[config.mk]
export PLATFORM = sky130hd
export DESIGN_NAME = shader_program_loader_flat
export DESIGN_NICKNAME = d
export VERILOG_FILES = /design/src/rtl/shader_program_loader_if.sv /design/src/rtl/shader_program_loader.sv /design/src/flat_wrapper.sv
export SDC_FILE = /design/constraint.sdc
export NUM_CORES = 1
export LEC_CHECK = 0
export CAP_MARGIN = 20
export CORE_AREA = 2 2 87 89
export DETAILED_ROUTE_END_ITERATION = 10
export DIE_AREA = 0 0 89 91
export PLACE_DENSITY = 0.68
export SYNTH_ARGS = -nofsm -noshare
export SYNTH_HDL_FRONTEND = slang
export SYNTH_SLANG_ARGS = --single-unit
export TNS_END_PERCENT = 20
[constraint.sdc]
create_clock -name clk -period 3.5 [get_ports clk]
set_input_delay 1.05 -clock clk [delete_from_list [all_inputs] [get_ports clk]]
set_output_delay 1.05 -clock clk [all_outputs]
set_load 0.02 [all_outputs]
[src/rtl/shader_program_loader_if.sv]
// Loader-side bundle: upstream byte stream, instruction memory write port and core stall/status.
interface shader_program_loader_if #(
  parameter int unsigned ADDR_W = 4
);
  logic              start;
  logic              in_valid;
  logic [7:0]        in_data;
  logic              in_ready;
  logic              imem_we;
  logic [ADDR_W-1:0] imem_addr;
  logic [31:0]       imem_wdata;
  logic              core_hold;
  logic              done;
  logic              error;
  logic [ADDR_W:0]   words_loaded;

  modport master (
    output start, in_valid, in_data,
    input  in_ready, imem_we, imem_addr, imem_wdata, core_hold, done, error, words_loaded
  );

  modport slave (
    input  start, in_valid, in_data,
    output in_ready, imem_we, imem_addr, imem_wdata, core_hold, done, error, words_loaded
  );
endinterface

[src/rtl/shader_program_loader.sv]
// Loads a byte-streamed shader program into instruction memory MSB-first,
// zero-fills unused slots and stalls the core for the whole session.
module shader_program_loader #(
  parameter int unsigned DEPTH  = 16,
  parameter int unsigned ADDR_W = 4
) (
  input  logic                    clk,
  input  logic                    rst,
  shader_program_loader_if.slave  bus
);

  localparam int unsigned CNT_W = ADDR_W + 1;

  typedef enum logic [2:0] {IDLE, HDR, LOAD, WRITE, FILL, DONE} state_t;

  state_t           state;
  logic [1:0]       byte_cnt;
  logic [23:0]      shift_q;
  logic             rsvd_bad;
  logic [CNT_W-1:0] n_words;
  logic [CNT_W-1:0] word_idx;

  logic        xfer;
  logic [31:0] word_c;

  assign xfer   = bus.in_valid && bus.in_ready;
  assign word_c = {shift_q, bus.in_data};

  // Handshake and stall are pure decodes of the registered state.
  assign bus.in_ready     = (state == HDR) || (state == LOAD);
  assign bus.core_hold    = (state != IDLE);
  assign bus.words_loaded = word_idx;

  always_ff @(posedge clk or posedge rst) begin
    if (rst) begin
      state          <= IDLE;
      byte_cnt       <= 2'd0;
      shift_q        <= 24'd0;
      rsvd_bad       <= 1'b0;
      n_words        <= '0;
      word_idx       <= '0;
      bus.imem_we    <= 1'b0;
      bus.imem_addr  <= '0;
      bus.imem_wdata <= 32'd0;
      bus.done       <= 1'b0;
      bus.error      <= 1'b0;
    end else begin
      bus.done    <= 1'b0;
      bus.imem_we <= 1'b0;
      case (state)
        IDLE: begin
          if (bus.start) begin
            state     <= HDR;
            bus.error <= 1'b0;
            word_idx  <= '0;
            byte_cnt  <= 2'd0;
          end
        end
        HDR: begin
          if (xfer) begin
            if (bus.in_data == 8'd0 || bus.in_data > 8'(DEPTH)) begin
              bus.error <= 1'b1;
              bus.done  <= 1'b1;
              state     <= DONE;
            end else begin
              n_words <= CNT_W'(bus.in_data);
              state   <= LOAD;
            end
          end
        end
        LOAD: begin
          if (xfer) begin
            shift_q  <= word_c[23:0];
            byte_cnt <= byte_cnt + 2'd1;
            if (byte_cnt == 2'd3) begin
              // Reserved field is forced to zero on the way out; the flag remembers the violation.
              rsvd_bad       <= |word_c[16:0];
              bus.imem_we    <= 1'b1;
              bus.imem_addr  <= word_idx[ADDR_W-1:0];
              bus.imem_wdata <= {word_c[31:17], 17'd0};
              state          <= WRITE;
            end
          end
        end
        WRITE: begin
          if (rsvd_bad) begin
            bus.error <= 1'b1;
          end
          word_idx <= word_idx + CNT_W'(1);
          if (word_idx + CNT_W'(1) == n_words) begin
            if (n_words == CNT_W'(DEPTH)) begin
              bus.done <= 1'b1;
              state    <= DONE;
            end else begin
              bus.imem_we    <= 1'b1;
              bus.imem_addr  <= n_words[ADDR_W-1:0];
              bus.imem_wdata <= 32'd0;
              state          <= FILL;
            end
          end else begin
            state <= LOAD;
          end
        end
        FILL: begin
          if (bus.imem_addr == ADDR_W'(DEPTH - 1)) begin
            bus.done <= 1'b1;
            state    <= DONE;
          end else begin
            bus.imem_we   <= 1'b1;
            bus.imem_addr <= bus.imem_addr + ADDR_W'(1);
          end
        end
        DONE: begin
          state <= IDLE;
        end
        default: begin
          state <= IDLE;
        end
      endcase
    end
  end

endmodule

[src/flat_wrapper.sv]
// flat-port wrapper written by rule: the top's interface ports become plain ports
module shader_program_loader_flat 
#(
  parameter int unsigned DEPTH  = 16,
  parameter int unsigned ADDR_W = 4
)
  (clk, rst, bus_start, bus_in_valid, bus_in_data, bus_in_ready, bus_imem_we, bus_imem_addr, bus_imem_wdata, bus_core_hold, bus_done, bus_error, bus_words_loaded);
  shader_program_loader_if #(.ADDR_W(ADDR_W)) bus_i ();
  input  logic clk;
  input  logic rst;
  input wire logic [$bits(bus_i.start)-1:0] bus_start;
  input wire logic [$bits(bus_i.in_valid)-1:0] bus_in_valid;
  input wire logic [$bits(bus_i.in_data)-1:0] bus_in_data;
  output wire logic [$bits(bus_i.in_ready)-1:0] bus_in_ready;
  output wire logic [$bits(bus_i.imem_we)-1:0] bus_imem_we;
  output wire logic [$bits(bus_i.imem_addr)-1:0] bus_imem_addr;
  output wire logic [$bits(bus_i.imem_wdata)-1:0] bus_imem_wdata;
  output wire logic [$bits(bus_i.core_hold)-1:0] bus_core_hold;
  output wire logic [$bits(bus_i.done)-1:0] bus_done;
  output wire logic [$bits(bus_i.error)-1:0] bus_error;
  output wire logic [$bits(bus_i.words_loaded)-1:0] bus_words_loaded;
  assign bus_i.start = bus_start;
  assign bus_i.in_valid = bus_in_valid;
  assign bus_i.in_data = bus_in_data;
  assign bus_in_ready = bus_i.in_ready;
  assign bus_imem_we = bus_i.imem_we;
  assign bus_imem_addr = bus_i.imem_addr;
  assign bus_imem_wdata = bus_i.imem_wdata;
  assign bus_core_hold = bus_i.core_hold;
  assign bus_done = bus_i.done;
  assign bus_error = bus_i.error;
  assign bus_words_loaded = bus_i.words_loaded;
  shader_program_loader #(.DEPTH(DEPTH), .ADDR_W(ADDR_W)) u_core (.clk(clk), .rst(rst), .bus(bus_i));
endmodule
==> reports/summary.txt <==
MaxCap Viol Count: 0
Slew HR: 0.473
Buf/Inv on CP: 1
Hold Crit Class: flop to flop
Area of the multi-input gates: 1390 µm²
Iter 0 DRT Violations: 162
Worst setup SP type: flop
DR pass1 iterations: 4
Max stage delay on crit path: 0.54 ns
Outcome: completed
Commonest non-fill, non-tap cell in the layout: dfrtp_1
Synth Warn #: 0
Die height: 91 µm
Clock root buffer: clkbuf_8
Clock slew at reported path FFs: 0.07 ns
Vias in the first global route: 2,189
Most frequent cells in the layout: 62 x dfrtp_1, 40 x nand2_1, 40 x clkdlybuf4s50_1, 33 x mux2_2, 23 x o21ai_0
Start point of the worst hold path: u_core.shift_q[22]
Period utilization: 0.820
Drt wl/cell: 14.1 µm
# clock sinks: 62
Post-DP HPWL: 4.33 mm
Worst slew pin tran: 0.791 ns
Via/cell ratio: 5.11
Cts hold-fix bufs: 0
Slowest CP cell: dfrtp_1
PwrDens: 629 nW/µm²
Routed wire length: 6.27 mm
Post-DP Area: 3510 µm²
Area growth, synth to finish: 20.2%
H-tree levels: 3
Static Leakage: 1.68 nW
I/O pin total: 58
Crit Path Class: flop to output pin
CP required: 2.45 ns
Core area: 7140 µm²
Remaining global-route overflow: 0
Layout cell share with drive strength beyond 1: 0.171
Post-Synthesis Cells: 303
Final Setup Violations: 0
First-pass GRT wire length: 10.7 mm
TNS Setup: 0 ns
Die area: 8100 µm²
IO Port Bufs: 40
EDFF count, synth: 0
Post-route cell area: 3750 µm²
RSZ-0062 raised after global routing: no
Die X: 89 µm
GP Congestion: 0.771
Worst hold endpoint: u_core.bus.imem_wdata[30]
NumNets Final: 355
Crit path DAT: 1.82 ns
Syn Std Cell Area: 3120 µm²
TritonCTS clock tree: built
Register area: 1550 µm²
Origin of the worst setup path: u_core.state[1]
Largest net degree at the start of global routing: 63
Postcts setup bufs: 0
Synthesized area per cell: 10.3 µm²
Clk_skew: 0.00793 ns
Fin. Hold Viols: 0
Worst R2R Path Depth: 6
CTS Buf Count: 9
Final Max Tran Viols: 0
CP delay by family, top: flip-flops
FF-to-FF End: u_core.bus.imem_wdata[20]
Worst vdd ir: 437 µV
Number of remaining DRC errors: 0
Clock period minus final worst setup slack: 2.87 ns
CTS max path bufs: 2
Achievable frequency: 348 MHz
Antenna violations before repair: 0
FF-to-FF setup slack: 1.02 ns
Reg-to-Reg Start: u_core.bus.words_loaded[0]
Final antenna diode count: 0
Routed Antenna Nets: 0
Post-CTS sizing: 0
DR vias: 2,271
GRT Total Usage: 0.169
Register area share after synthesis: 0.498
Synth Flop Type: dfrtp_1
Synth cell types: 44
Worst hold slack: 0.483 ns
Flops & latches, synth: 62
Worst Hold Path Cells: 2
Fillcell total: 667
Worst path cell trace: or3_1, clkdlybuf4s50_1
Num rows: 31
Starting density of the core: 0.437
Post-synth ARST share: 1.00
Clk_lat worst skew: 0.34 ns
Critical path fanouts, max: 14
Crit. End Element: output pin
-- synth_stat cells, types with 2 or more instances --
master,n,area [µm²]
ha_1,3,37.5
dfrtp_1,62,1550
buf_6,2,22.5
a211oi_2,2,25.0
buf_4,17,128
nor2_1,16,60.1
and2_1,3,18.8
a21oi_1,16,80.1
buf_2,8,40.0
clkbuf_1,7,26.3
mux2i_1,3,30.0
nand2_1,40,150
nor3b_1,2,15.0
nor2b_1,4,25.0
xnor2_1,7,61.3
o211ai_1,2,15.0
o22ai_1,5,31.3
xor2_1,3,26.3
nand2b_1,4,25.0
nor3_1,3,15.0
mux2_2,33,372
nand3_1,8,40.0
inv_1,6,22.5
nand4_1,2,12.5
o21ai_0,23,115
nor4_1,4,25.0
-- report_power, final --
| group | switching (mW) | total, mW | internal [mW] |
|---|---|---|---|
| logic | 0.359 | 0.672 | 0.314 |
| registers | 0.135 | 0.960 | 0.825 |
| clock network | 0.285 | 0.725 | 0.440 |
| total | 0.778 | 2.36 | 1.58 |
-- state kept, by name, indices dropped and copies added, names as in the netlist --
signal / flops
u_core.rsvd_bad: 1
u_core.bus.error: 1
u_core.bus.imem_wdata: 15
u_core.byte_cnt: 2
u_core.n_words: 5
u_core.bus.imem_we: 1
u_core.bus.words_loaded: 5
u_core.bus.done: 1
u_core.state: 3
u_core.shift_q: 24
u_core.bus.imem_addr: 4
-- through the flow --
| stage | worst slack [ns] | instances | total power, mW | util |
|---|---|---|---|---|
| detailed placement | 0.351 | 428 | 1.64 | 0.492 |
| global placement | 0.397 | 428 | 1.62 | 0.492 |
| floorplan | 0.902 | 319 | 1.46 | - |
| global route | 0.558 | 444 | 2.49 | 0.525 |
| finish | 0.630 | 444 | 2.36 | 0.525 |
| CTS | 0.603 | 444 | 2.37 | 0.525 |
-- layer usage --
metal / vias to the layer above / wire [µm] / global-route usage
met4: 0 / 132 / 0.0697
met2: 70 / 2800 / 0.248
met3: 11 / 311 / 0.0418
met1: 1095 / 3020 / 0.239
li1: 1095 / - / -
met5: - / 0 / 0
-- kinds of logic (layout without fill, tap and decap cells) --
kind of cell	Yosys count	count (layout)	synth area share
other	1	17	0.00120
adder cells (fa/ha/maj)	3	3	0.0120
multiplexers	36	36	0.129
AO/OA/AOI/OAI	56	56	0.106
XOR/XNOR	10	10	0.0281
buffers and inverters	40	66	0.0767
AND/OR/NAND/NOR	95	95	0.149
flip-flops	62	62	0.498
-- area by class of cell --
type	instances	share of cell area
clock buffers	11	0.0404
multi-input cells	217	0.370
clock inverters	5	0.0217
repair buffers	44	0.115
flip-flops and latches	62	0.414
well taps	99	0.0331
inverters	6	0.00601
-- worst max-delay path by stage --
stage	to	slack [ns]	cells after the start
global placement	u_core.n_words[0]	0.40	6
global route	bus_core_hold	0.56	2
CTS	bus_core_hold	0.60	2
floorplan	bus_in_ready	0.90	6
finish	bus_core_hold	0.63	2
detailed placement	u_core.n_words[3]	0.35	6
-- tightest hold or removal path, cell delays in order, from the launching register on --
cell     delay [ns]
dfrtp_1        0.34
nand2_1        0.05
o21ai_0        0.06
(Power assumes the default switching activity.)
